--- src/rtl/fpu_dest_pkg.sv ---
// Shared FPU destination-tracking types.
// One entry per pipeline stage: destination, liveness, result state.
package fpu_dest_pkg;

    localparam int FP_REG_W   = 5;
    localparam int FPU_DEPTH  = 4;
    localparam int FPU_DATA_W = 32;

    typedef struct packed {
        logic [FP_REG_W-1:0]   rd;
        logic                  legal;
        logic                  done;
        logic [FPU_DATA_W-1:0] data;
    } fpu_dest_entry_t;

endpackage

--- src/rtl/fpu_dest_stage.sv ---
// One destination-tracking entry: load/hold/clear plus a result capture port.
// Capture overrides the loaded done/data, so a result can follow its entry forward.
module fpu_dest_stage
    import fpu_dest_pkg::*;
(
    input  logic                  clk,
    input  logic                  rst,
    input  logic                  i_clr,
    input  logic                  i_load,
    input  logic [FP_REG_W-1:0]   i_rd,
    input  logic                  i_legal,
    input  logic                  i_done,
    input  logic [FPU_DATA_W-1:0] i_data,
    input  logic                  i_cap,
    input  logic [FPU_DATA_W-1:0] i_cap_data,
    output logic [FP_REG_W-1:0]   o_rd,
    output logic                  o_legal,
    output logic                  o_done,
    output logic [FPU_DATA_W-1:0] o_data
);

    fpu_dest_entry_t r_q;
    fpu_dest_entry_t w_d;

    assign w_d = '{rd: i_rd, legal: i_legal, done: i_done, data: i_data};

    always_ff @(posedge clk) begin
        if (rst) begin
            r_q <= '0;
        end else if (i_clr) begin
            r_q.legal <= 1'b0;
            r_q.done  <= 1'b0;
        end else begin
            if (i_load) begin
                r_q <= w_d;
            end
            if (i_cap) begin
                r_q.done <= 1'b1;
                r_q.data <= i_cap_data;
            end
        end
    end

    assign o_rd    = r_q.rd;
    assign o_legal = r_q.legal;
    assign o_done  = r_q.done;
    assign o_data  = r_q.data;

endmodule

--- src/rtl/fpu_dest_pipe.sv ---
// FPU destination-tracking pipeline: four entries feeding operand forwarding
// and retiring into the FP register file from stage 4.
module fpu_dest_pipe
    import fpu_dest_pkg::*;
#(
    parameter int DATA_W = FPU_DATA_W
) (
    input  logic              clk,
    input  logic              rst,
    input  logic              issue_valid,
    input  logic [4:0]        issue_rd,
    output logic              issue_ready,
    input  logic              stall,
    input  logic              flush,
    input  logic              res_valid,
    input  logic [1:0]        res_stage,
    input  logic [DATA_W-1:0] res_data,
    output logic [4:0]        rdi_buf_1,
    output logic [4:0]        rdi_buf_2,
    output logic [4:0]        rdi_buf_3,
    output logic [4:0]        rdi_buf_4,
    output logic              legal_1,
    output logic              legal_2,
    output logic              legal_3,
    output logic              legal_4,
    output logic              ready_1,
    output logic              ready_2,
    output logic              ready_3,
    output logic              ready_4,
    output logic [DATA_W-1:0] data_1,
    output logic [DATA_W-1:0] data_2,
    output logic [DATA_W-1:0] data_3,
    output logic [DATA_W-1:0] data_4,
    output logic              wb_en,
    output logic [4:0]        wb_rd,
    output logic [DATA_W-1:0] wb_data,
    output logic              err
);

    logic [FP_REG_W-1:0]   w_rd   [FPU_DEPTH];
    logic                  w_legal[FPU_DEPTH];
    logic                  w_done [FPU_DEPTH];
    logic [FPU_DATA_W-1:0] w_data [FPU_DEPTH];
    logic [FPU_DEPTH-1:0]  w_cap;
    logic [FPU_DEPTH-1:0]  w_sel;
    logic [FPU_DATA_W-1:0] w_res_data;
    logic                  w_adv;
    logic                  w_tgt_ok;
    logic                  w_bad_cap;
    logic                  w_byp_hit;
    logic                  w_retire_bad;
    logic                  r_err;

    assign w_adv      = !stall && !flush;
    assign w_sel      = FPU_DEPTH'(1) << res_stage;
    assign w_res_data = FPU_DATA_W'(res_data);

    // Target is judged on the entry as it sits before the edge.
    assign w_tgt_ok  = res_valid && w_legal[res_stage] && !w_done[res_stage];
    assign w_bad_cap = res_valid && !w_tgt_ok;
    assign w_byp_hit = w_tgt_ok && (res_stage == 2'd3);

    genvar g;
    generate
        for (g = 0; g < FPU_DEPTH; g++) begin : g_stage
            if (g == 0) begin : g_head
                assign w_cap[g] = w_tgt_ok && stall && w_sel[g];

                fpu_dest_stage u_stage (
                    .clk        (clk),
                    .rst        (rst),
                    .i_clr      (flush),
                    .i_load     (w_adv),
                    .i_rd       (issue_rd),
                    .i_legal    (issue_valid),
                    .i_done     (1'b0),
                    .i_data     ('0),
                    .i_cap      (w_cap[g]),
                    .i_cap_data (w_res_data),
                    .o_rd       (w_rd[g]),
                    .o_legal    (w_legal[g]),
                    .o_done     (w_done[g]),
                    .o_data     (w_data[g])
                );
            end else begin : g_body
                // Stalled: capture in place; advancing: capture where the entry lands.
                assign w_cap[g] = w_tgt_ok && (stall ? w_sel[g] : w_sel[g-1]);

                fpu_dest_stage u_stage (
                    .clk        (clk),
                    .rst        (rst),
                    .i_clr      (flush),
                    .i_load     (w_adv),
                    .i_rd       (w_rd[g-1]),
                    .i_legal    (w_legal[g-1]),
                    .i_done     (w_done[g-1]),
                    .i_data     (w_data[g-1]),
                    .i_cap      (w_cap[g]),
                    .i_cap_data (w_res_data),
                    .o_rd       (w_rd[g]),
                    .o_legal    (w_legal[g]),
                    .o_done     (w_done[g]),
                    .o_data     (w_data[g])
                );
            end
        end
    endgenerate

    assign wb_en        = w_legal[3] && w_adv;
    assign wb_rd        = w_rd[3];
    assign wb_data      = w_byp_hit ? res_data : DATA_W'(w_data[3]);
    assign w_retire_bad = wb_en && !w_done[3] && !w_byp_hit;

    always_ff @(posedge clk) begin
        if (rst) begin
            r_err <= 1'b0;
        end else if (!flush && (w_bad_cap || w_retire_bad)) begin
            r_err <= 1'b1;
        end
    end

    assign issue_ready = w_adv;
    assign err         = r_err;

    assign rdi_buf_1 = w_rd[0];
    assign rdi_buf_2 = w_rd[1];
    assign rdi_buf_3 = w_rd[2];
    assign rdi_buf_4 = w_rd[3];
    assign legal_1   = w_legal[0];
    assign legal_2   = w_legal[1];
    assign legal_3   = w_legal[2];
    assign legal_4   = w_legal[3];
    assign ready_1   = w_done[0];
    assign ready_2   = w_done[1];
    assign ready_3   = w_done[2];
    assign ready_4   = w_done[3];
    assign data_1    = DATA_W'(w_data[0]);
    assign data_2    = DATA_W'(w_data[1]);
    assign data_3    = DATA_W'(w_data[2]);
    assign data_4    = DATA_W'(w_data[3]);

endmodule

--- config.mk ---
export PLATFORM = sky130hd
export DESIGN_NAME = fpu_dest_pipe
export DESIGN_NICKNAME = d
export VERILOG_FILES = /design/src/rtl/fpu_dest_pkg.sv /design/src/rtl/fpu_dest_stage.sv /design/src/rtl/fpu_dest_pipe.sv
export SDC_FILE = /design/constraint.sdc
export NUM_CORES = 1
export LEC_CHECK = 0
export BUFFER_PORTS_ARGS = -buffer_cell sky130_fd_sc_hd__buf_2
export CAP_MARGIN = 30
export CORE_MARGIN = 3
export CORE_UTILIZATION = 47
export CTS_CLUSTER_SIZE = 10
export DETAILED_ROUTE_END_ITERATION = 8
export GPL_ROUTABILITY_DRIVEN = 0
export PLACE_DENSITY = 0.77
export SLEW_MARGIN = 20
export SYNTH_ARGS = -nofsm -noshare
export SYNTH_HDL_FRONTEND = slang
export SYNTH_HIERARCHICAL = 1
export SYNTH_SLANG_ARGS = --single-unit
--- constraint.sdc ---
create_clock -name clk -period 2.1 [get_ports clk]
set_clock_uncertainty 0.05 [all_clocks]
set_input_delay 0 -clock clk [delete_from_list [all_inputs] [get_ports clk]]
set_output_delay 0 -clock clk [all_outputs]
set_load 0.02 [all_outputs]
==> flow_summary.json, run 1 <==
{
  "status": "completed",
  "grt_usage_pct": 22.4,
  "insertion_delay_ps": 420,
  "cp.required_ps": 2350,
  "hp-class": "input port to flip-flop",
  "vias": 6098,
  "grt_max_degree": 33,
  "fmax_mhz": 489,
  "hpwl_mm": 14.5,
  "netlist.top_cell.by_area": "dfxtp_1",
  "period_share_pct": 97.4,
  "powerDensity_mw_per_mm2": 602,
  "syn_avg_cell_area_um2": 13.6,
  "grt_pass1_vias": 6125,
  "slowest_stage": "nor3b_4",
  "worst_slack_ps": 55.4,
  "cts_buffers": 17,
  "nFillCells": 1284,
  "crit_chain": "nor4b_4 -> o41ai_2 -> buf_4 -> nor3b_4 -> buf_12 -> buf_12 -> mux2i_1 -> o2bb2ai_2",
  "rsz0062_at_grt": "true",
  "ff2ff_path_depth": 8,
  "drc": 0,
  "critical_path_buf_inv_count": 3,
  "antenna_found_initial": 0,
  "synth-edff-count": 0,
  "cp_slowest_stage_delay_ps": 350,
  "wl_per_cell_um": 19.2,
  "min_path_cells": 3,
  "core-area_mm2": 0.0168,
  "power_leakage_nw": 4.49,
  "worstSetupPathType": "flip-flop to flip-flop",
  "syn-cell-area_mm2": 0.00820,
  "ys_seq_area_share_pct": 38.3,
  "yosysMostFrequentCell": "dfxtp_1",
  "io_buffers": 240,
  "pin_count": 241,
  "drt_pass1_iterations": 4,
  "diodes": 0,
  "cp.depth": 8,
  "grt_overflow_total": 0,
  "synth_commonest_cells": "157 x dfxtp_1, 152 x mux2i_1, 120 x o2bb2ai_2",
  "viasPerCell": 5.26,
  "synthFlopType": "dfxtp_1",
  "cts_sinks": 157,
  "async_flop_share_pct": 0,
  "die_x_um": 138,
  "ys_seq_elements": 157,
  "startpoint_type": "flip-flop",
  "fin_crit_ps": 2040,
  "critPathArrivalTime_ps": 2300,
  "ant_nets": 0,
  "synthCells": 603,
  "tritoncts": "done",
  "synth.top_cells.by_area": "dfxtp_1 38%, o2bb2ai_2 22%, mux2i_1 19%, mux2_4 5.5%, buf_12 3.7%",
  "cts-root-buf": "clkbuf_16",
  "drv_cap": 0,
  "initial_utilization_pct": 48.8,
  "crit_path_end_kind": "flip-flop",
  "yosysUniqueCellTypes": 39,
  "path_clk_slew_ps": 60,
  "drt-total-wl_mm": 22.3,
  "h-tree-depth": 4,
  "post-place-ws_ps": -158,
  "cp_top_family": "simple AND/OR/NAND/NOR gates",
  "critPathMaxFanout": 7,
  "yosysWarnings": 6,
  "synthDominantCellAreaShare_pct": 38.3,
  "worst_path_most_repeated_cell": "buf_12",
  "grt_pass1_wl_mm": 35.1,
  "drive_gt1_share_pct": 55.9,
  "holdWs_ps": 90.4,
  "drv_slew": 0,
  "tightest_slew_ps": 744,
  "clk_path_buf_depth": 2,
  "num_rows": 47,
  "finalSetupViolCount": 0,
  "hold_violations": 0,
  "area.growth.synth_to_final_pct": 34.6,
  "die_height_um": 138,
  "nets": 973,
  "slew_headroom_pct": 50.4,
  "irDropWorstVdd_uv": 538,
  "dieArea_mm2": 0.0191,
  "drt-initial-drc-count": 284
}
-- stage by stage --
stage	cell area, um2	cells	total power, W	setup TNS (ps)	util (%)
after floorplan	8330	635	0.00347	0	-
after global placement	9680	1076	0.00363	-2210	57.6
after detailed placement	9680	1076	0.00364	-4280	57.6
after CTS	10700	1153	0.00667	0	63.9
after global routing	11000	1160	0.00686	-1120	65.6
final	11000	1160	0.00664	0	65.6
-- power breakdown --
part	internal, W	switching (W)
registers	0.00301	0.0000349
clock network	0.00174	0.00122
logic	0.000257	0.000375
-- layout make-up --
class	instances	area, um2	area share [%]
multi-input cells	423	4820	43.7
clock inverters	11	119	1.08
repair buffers	329	2230	20.2
flip-flops and latches	157	3150	28.5
clock buffers	20	437	3.96
well taps	220	275	2.49
-- worst reg2reg max path: stages (launching register included) --
cell       delay (ps)
dfxtp_2           330
nor4b_4           270
o41ai_2           120
buf_4             170
nor3b_4           350
buf_12            200
buf_12            130
mux2i_1           240
o2bb2ai_2          80
-- path summary, 6_finish.rpt --
path | start | to | slack, ps
setup / recovery | g_stage[0].g_head.u_stage/o_done | g_stage[3].g_body.u_stage/o_data[6] | 60
hold / removal | stall | err | 90
setup reg to reg | g_stage[0].g_head.u_stage/o_done | g_stage[3].g_body.u_stage/o_data[6] | 60
hold reg to reg | g_stage[1].g_body.u_stage/o_data[19] | g_stage[1].g_body.u_stage/o_data[19] | 430
-- flip-flops by register name (all words and copies together) (netlist names), 3 cells and up --
name                            cells
g_stage.g_body.u_stage/o_data      96
g_stage.g_body.u_stage/o_legal      3
g_stage.g_head.u_stage/o_rd         5
g_stage.g_head.u_stage/o_data      32
g_stage.g_body.u_stage/o_rd        15
g_stage.g_body.u_stage/o_done       3
-- cell families after synthesis --
kind of cell           share of synthesized area, %
buffers and inverters                          7.23
AND/OR/NAND/NOR                                4.53
other                                        0.0457
XOR/XNOR                                      0.107
flip-flops                                     38.3
AO/OA/AOI/OAI                                  24.9
multiplexers                                   24.9
-- repair_timing --
item | 4_1_cts | 5_1_grt
hold endpoints to repair | 136 | 0
buffers inserted | 4 | 6
cloned | 1 | 1
hold buffers | 41 | 0
setup endpoints to repair | 58 | 67
resized for setup | 6 | 40
pin swaps | 2 | 8
-- layout by cell type, fill, tap and decap left out, types with 3 or more instances in the layout --
cell type / n
buf_12: 18
buf_2: 240
buf_4: 24
buf_6: 5
clkbuf_1: 3
clkbuf_16: 18
clkinv_2: 4
clkinvlp_4: 4
conb_1: 33
dfxtp_1: 155
dlygate4sd3_1: 41
mux2_1: 4
mux2_4: 30
mux2i_1: 129
mux2i_2: 18
mux2i_4: 5
nor2_1: 21
nor2_2: 5
nor2_8: 4
nor2b_1: 5
nor3_1: 4
o21a_1: 4
o21ai_4: 4
o21ba_4: 4
o2bb2ai_1: 6
o2bb2ai_2: 122
-- metal layers --
| metal | vias up | GRT usage, % | wire length [um] |
|---|---|---|---|
| met1 | 2988 | 30.4 | 10500 |
| li1 | 2921 | - | - |
| met3 | 20 | 5.08 | 1030 |
| met2 | 169 | 36.4 | 10500 |
| met5 | - | 0 | 0 |
| met4 | 0 | 5.25 | 295 |
(Power assumes the default switching activity.)
==> run 2: changes to the inputs <==
CORE_MARGIN = 5   (was 3)
CORE_UTILIZATION = 52   (was 47)
CTS_BUF_LIST = sky130_fd_sc_hd__clkbuf_16   (was not set)
PLACE_DENSITY = 0.8   (was 0.77)
clock period = 2.19 ns   (was 2.1 ns; I/O delays follow)
==> run 2 against run 1 <==
  * Global-route usage up 2.5 points
  * Total power down 4.3%
  * Flip-flop and latch count unchanged
  * Worst hold slack worse by 38 ps
  * Combinational power down 3.8%
  * Largest cell class unchanged
  * Largest power group unchanged
==> flow_summary.json, run 2 (synthesis gave the netlist of run 1 again) <==
{
  "status": "completed",
  "worstSetupPathType": "flip-flop to output pin",
  "holdWs_ps": 52.4,
  "worst_path_most_repeated_cell": "buf_4",
  "drt-total-wl_mm": 23.3,
  "initial_utilization_pct": 52.4,
  "diodes": 0,
  "dp.cells": 1074,
  "irDropWorstVdd_uv": 506,
  "area.growth.synth_to_final_pct": 32.9,
  "crit_chain": "and4b_4 -> buf_4 -> nand2_8 -> buf_4 -> mux2_4 -> buf_2",
  "io_buffers": 240,
  "grt_pass1_wl_mm": 35.6,
  "crit_path_end_kind": "output pin",
  "slowest_stage": "and4b_4",
  "ant_nets": 0,
  "hp-class": "input port to flip-flop",
  "tritoncts": "done",
  "period_share_pct": 96.8,
  "die_height_um": 136,
  "antenna_found_initial": 0,
  "tightest_slew_ps": 719,
  "power_leakage_nw": 4.49,
  "drc": 0,
  "finalSetupViolCount": 0,
  "final_common_cell": "buf_2",
  "drt_pass1_iterations": 5,
  "core-area_mm2": 0.0157,
  "num_rows": 46,
  "die_x_um": 136,
  "pin_count": 241,
  "clk_path_buf_depth": 2,
  "cp.required_ps": 2140,
  "startpoint_type": "flip-flop",
  "fin_crit_ps": 2120,
  "powerDensity_mw_per_mm2": 583,
  "cp_slowest_stage_delay_ps": 320,
  "cts_sinks": 157,
  "grt_usage_pct": 24.9,
  "vias": 6201,
  "hold_violations": 0,
  "fin_cells": 1161,
  "largest_reg_flops": 96,
  "final_cell_mix": "240 x buf_2, 156 x dfxtp_1, 152 x mux2i_1",
  "post-place-ws_ps": -92.6,
  "drv_slew": 0,
  "grt_pass1_vias": 6307,
  "post-route-util_pct": 69.6,
  "fmax_mhz": 472,
  "worst_slack_ps": 69.6,
  "slew_headroom_pct": 52.0,
  "h-tree-depth": 4,
  "drv_cap": 0,
  "drt-initial-drc-count": 269,
  "critPathArrivalTime_ps": 2070,
  "tns_ps": 0,
  "grt_max_degree": 35,
  "dieArea_mm2": 0.0184,
  "drive_gt1_share_pct": 53.0,
  "insertion_delay_ps": 420,
  "path_clk_slew_ps": 60,
  "cts_buffers": 17,
  "cts-root-buf": "clkbuf_16",
  "nets": 977,
  "viasPerCell": 5.34,
  "grt_overflow_total": 0,
  "hpwl_mm": 14.9,
  "critPathMaxFanout": 15,
  "nFillCells": 1150,
  "wl_per_cell_um": 20.1
}
-- run 2: cell type report --
type	instances	area, um2	area share (%)
well taps	216	270	2.48
multi-input cells	424	4700	43.1
clock inverters	15	131	1.21
repair buffers	332	2230	20.4
clock buffers	17	425	3.90
flip-flops and latches	157	3140	28.8
-- run 2: power breakdown --
group	internal [W]	total, W	switching, W	leakage [nW]
Combinational	0.000247	0.000608	0.000361	2.94
Clock	0.00165	0.00283	0.00118	0.283
Sequential	0.00289	0.00292	0.0000312	1.27
-- run 2: worst max-delay path: cells and delay by family, from the launching register on --
kind	cells	cell delay, ps
buffers and inverters	3	540
flip-flops	1	310
multiplexers	1	320
AND/OR/NAND/NOR	2	460
-- run 2: timing repair --
| action | 4_1_cts | 5_1_grt |
|---|---|---|
| cloned | 2 | 1 |
| buffers inserted | 4 | 8 |
| resized for setup | 2 | 6 |
| pin swaps | 2 | 0 |
| hold buffers | 41 | 0 |
| setup endpoints to repair | 84 | 75 |
| hold endpoints to repair | 138 | 0 |
-- run 2: path summary, 6_finish.rpt --
check	start	end	slack, ps	depth (start not counted)
max	g_stage[3].g_body.u_stage/o_done	wb_data[7]	70	6
max reg2reg	g_stage[0].g_head.u_stage/o_done	g_stage[2].g_body.u_stage/o_data[4]	90	7
min	rst	g_stage[2].g_body.u_stage/o_rd[0]	50	2
min reg2reg	g_stage[1].g_body.u_stage/o_data[30]	g_stage[1].g_body.u_stage/o_data[30]	430	1
-- run 2: through the flow --
step | cell area [um2] | power (W)
2_1_floorplan | 8320 | 0.00333
3_3_place_gp | 9680 | 0.00348
3_5_place_dp | 9680 | 0.00349
4_1_cts | 10800 | 0.00639
5_1_grt | 10900 | 0.00658
6_report | 10900 | 0.00636
-- run 2: layer usage --
metal  global-route usage, %  part of all wire (%)  vias up
met5                       0                     0        -
met3                    5.05                   6.3       33
met2                    42.0                    50      222
li1                        -                     -     2925
met1                    31.6                    42     3021
met4                    8.73                   1.7        0
==> run 3: changes to the inputs <==
ABC_AREA = 1   (was not set)
CORE_UTILIZATION = 54   (was 52)
PLACE_DENSITY = 0.82   (was 0.8)
==> run 3 against run 2 <==
  * Combinational power is 96% higher
  * Register-to-register slack improved by 60 ps
  * Total power grew 13%
  * Final cell count is 75% higher
  * Critical endpoint is now wb_data[19]
  * Sequential share of layout area down 0.87 points
  * Synthesized cell count rose to 2.5 times the previous value
  * Largest cell class unchanged
  * Routed wire length increased by 14%
  * Die area rose by 4.8%
  * Utilization decreased by 1.1 points
  * Flip-flop and latch count did not move
==> flow_summary.json, run 3 <==
{
  "grt_max_degree": 65,
  "crit_path_end_kind": "output pin",
  "hp-class": "input port to flip-flop",
  "powerDensity_mw_per_mm2": 637,
  "post-route-util_pct": 68.5,
  "place_area_mm2": 0.0102,
  "final_common_cell": "nand2_1",
  "io_buffers": 240,
  "cts-root-buf": "clkbuf_16",
  "min_to": "g_stage[3].g_body.u_stage/o_rd[1]",
  "final_area_mm2": 0.0112,
  "pin_count": 241,
  "drt_pass1_iterations": 6,
  "slowest_stage": "inv_4",
  "slew_headroom_pct": 61.9,
  "rr_endpoint": "err",
  "drv_cap": 0,
  "ys_seq_area_share_pct": 35.1,
  "drv_slew": 0,
  "vias": 9577,
  "min-delay-start": "stall",
  "cp.depth": 9,
  "ff2ff_path_depth": 11,
  "die_x_um": 139,
  "nets": 1844,
  "largest_reg_flops": 96,
  "power_leakage_nw": 6.08,
  "synthCells": 1521,
  "initial_utilization_pct": 54.6,
  "tns_ps": 0,
  "synthDominantCellAreaShare_pct": 35.1,
  "synthFlopType": "dfxtp_1",
  "cp_slowest_stage_delay_ps": 390,
  "yosysMostFrequentCell": "nand2_1",
  "finalSetupViolCount": 0,
  "post-place-ws_ps": 134,
  "ant_nets": 0,
  "critical_path_buf_inv_count": 2,
  "rsz0062_at_grt": "true",
  "nFillCells": 1411,
  "worst_path_most_repeated_cell": "nand2_1",
  "antenna_found_initial": 0,
  "netlist.top_cell.by_area": "dfxtp_1",
  "num_rows": 47,
  "drt-initial-drc-count": 569,
  "total_power_w": 0.00716,
  "hold_violations": 0,
  "drt-total-wl_mm": 26.6,
  "worstSetupPathType": "flip-flop to output pin",
  "cts_buffers": 17,
  "yosysWarnings": 6,
  "fmax_mhz": 481,
  "grt_usage_pct": 26.9,
  "die_height_um": 139,
  "crit_chain": "nand2_1 -> nand2_1 -> nand2_1 -> nand2_1 -> nand3_4 -> inv_4 -> nand2_1 -> nand2_1 -> buf_2",
  "hpwl_mm": 17.9,
  "h-tree-depth": 4,
  "diodes": 0,
  "cts_sinks": 157,
  "syn-cell-area_mm2": 0.00896,
  "final_cell_mix": "510 x nand2_1, 306 x nor2_1, 282 x inv_1",
  "cp.required_ps": 2140,
  "tritoncts": "done",
  "yosysUniqueCellTypes": 26,
  "status": "completed",
  "fin_crit_ps": 2080,
  "synth-edff-count": 0,
  "synth_commonest_cells": "511 x nand2_1, 307 x nor2_1, 278 x inv_1",
  "multiInputGateArea_mm2": 0.00425,
  "regToRegStartpoint": "g_stage[1].g_body.u_stage/o_legal",
  "core-area_mm2": 0.0164,
  "ff2ff_setup_slack_ps": 150,
  "worst_slack_ps": 113,
  "min_path_cells": 5,
  "startpoint_type": "flip-flop",
  "regArea_mm2": 0.00314,
  "syn_avg_cell_area_um2": 5.89,
  "drive_gt1_share_pct": 17.5,
  "drc": 0,
  "grt_pass1_wl_mm": 42.8,
  "viasPerCell": 4.71,
  "area.growth.synth_to_final_pct": 25.4,
  "dieArea_mm2": 0.0193,
  "clk_path_buf_depth": 2,
  "period_share_pct": 94.8,
  "async_flop_share_pct": 0,
  "synth.top_cells.by_area": "dfxtp_1 35%, nand2_1 21%, nor2_1 13%, inv_1 12%, buf_6 5.4%",
  "grt_pass1_vias": 8557,
  "critPathArrivalTime_ps": 2030,
  "path_clk_slew_ps": 60,
  "tightest_slew_ps": 571,
  "insertion_delay_ps": 430,
  "irDropWorstVdd_uv": 573,
  "ys_seq_elements": 157,
  "grt_overflow_total": 0,
  "wl_per_cell_um": 13.1,
  "cp_top_family": "simple AND/OR/NAND/NOR gates",
  "critPathMaxFanout": 32
}
## run 3: changes by cell type in the layout (fill, tap and decap cells not counted), moves of 12 or more
| cell | delta |
|---|---|
| o21ai_1 | +72 |
| inv_1 | +279 |
| nor2_1 | +285 |
| o21ai_0 | +76 |
| mux2i_1 | -152 |
| nand2_1 | +510 |
| o2bb2ai_2 | -120 |
| mux2_4 | -30 |
| buf_4 | -20 |
| a21oi_1 | +12 |
## run 3: what timing repair did
action	in CTS	in global routing
setup buffers	0	1
resized for setup	0	3
hold buffers	42	0
setup endpoints to repair	0	76
hold endpoints to repair	139	0
## run 3: cells by family after synthesis
logic type / after synthesis / share of synthesized area (%)
AO/OA/AOI/OAI: 167 / 9.89
buffers and inverters: 361 / 19.4
flip-flops: 157 / 35.1
other: 1 / 0.0419
AND/OR/NAND/NOR: 835 / 35.6
## run 3: where the power goes
group,switching [W],internal [W],leakage (nW)
combinational,0.000773,0.000417,4.51
sequential,0.000117,0.00300,1.28
clock,0.00120,0.00165,0.283
## run 3: how the worst max path moves through the flow
stage | from | to | slack (ps)
2_1_floorplan | stall | g_stage[2].g_body.u_stage/o_data[13] | 50
3_3_place_gp | g_stage[2].g_body.u_stage/o_done | g_stage[0].g_head.u_stage/o_data[20] | 170
3_5_place_dp | g_stage[1].g_body.u_stage/o_legal | g_stage[2].g_body.u_stage/o_data[30] | 130
4_1_cts | g_stage[1].g_body.u_stage/o_legal | g_stage[0].g_head.u_stage/o_data[18] | 80
5_1_grt | g_stage[2].g_body.u_stage/o_done | g_stage[0].g_head.u_stage/o_data[18] | -20
6_report | g_stage[1].g_body.u_stage/o_legal | wb_data[19] | 110
## run 3: layer usage
layer / GRT usage, % / up-vias / share of wire [%]
met2: 46.3 / 352 / 48
met4: 12.6 / 0 / 4.3
met1: 32.1 / 4211 / 41
li1: - / 4940 / -
met3: 5.52 / 74 / 7.0
met5: 0 / - / 0
## run 3: area by class of cell
| type | count | area share (%) |
|---|---|---|
| clock inverter | 15 | 1.20 |
| tap | 220 | 2.45 |
| sequential | 157 | 28.0 |
| timing repair buffer | 307 | 17.4 |
| multi-input combinational | 1035 | 37.8 |
| clock buffer | 17 | 3.79 |
| inverter | 281 | 9.41 |
## run 3: worst reg2reg max path: stages, from the launching register on
cell	delay [ps]
dfxtp_1	340
nand2_1	70
nand2_1	50
nand2_1	50
nand2_1	110
nand3_4	130
buf_6	320
nand2_1	90
inv_1	60
nand2_1	50
a21oi_1	120
dlygate4sd3_1	550
## run 3: stage by stage
| stage | hold WS [ps] | std cells |
|---|---|---|
| after detailed placement | 211 | 1957 |
| after floorplan | 19.1 | 1553 |
| final | 109 | 2032 |
| after global routing | 165 | 2032 |
| after global placement | 204 | 1957 |
| after CTS | 91.3 | 2031 |
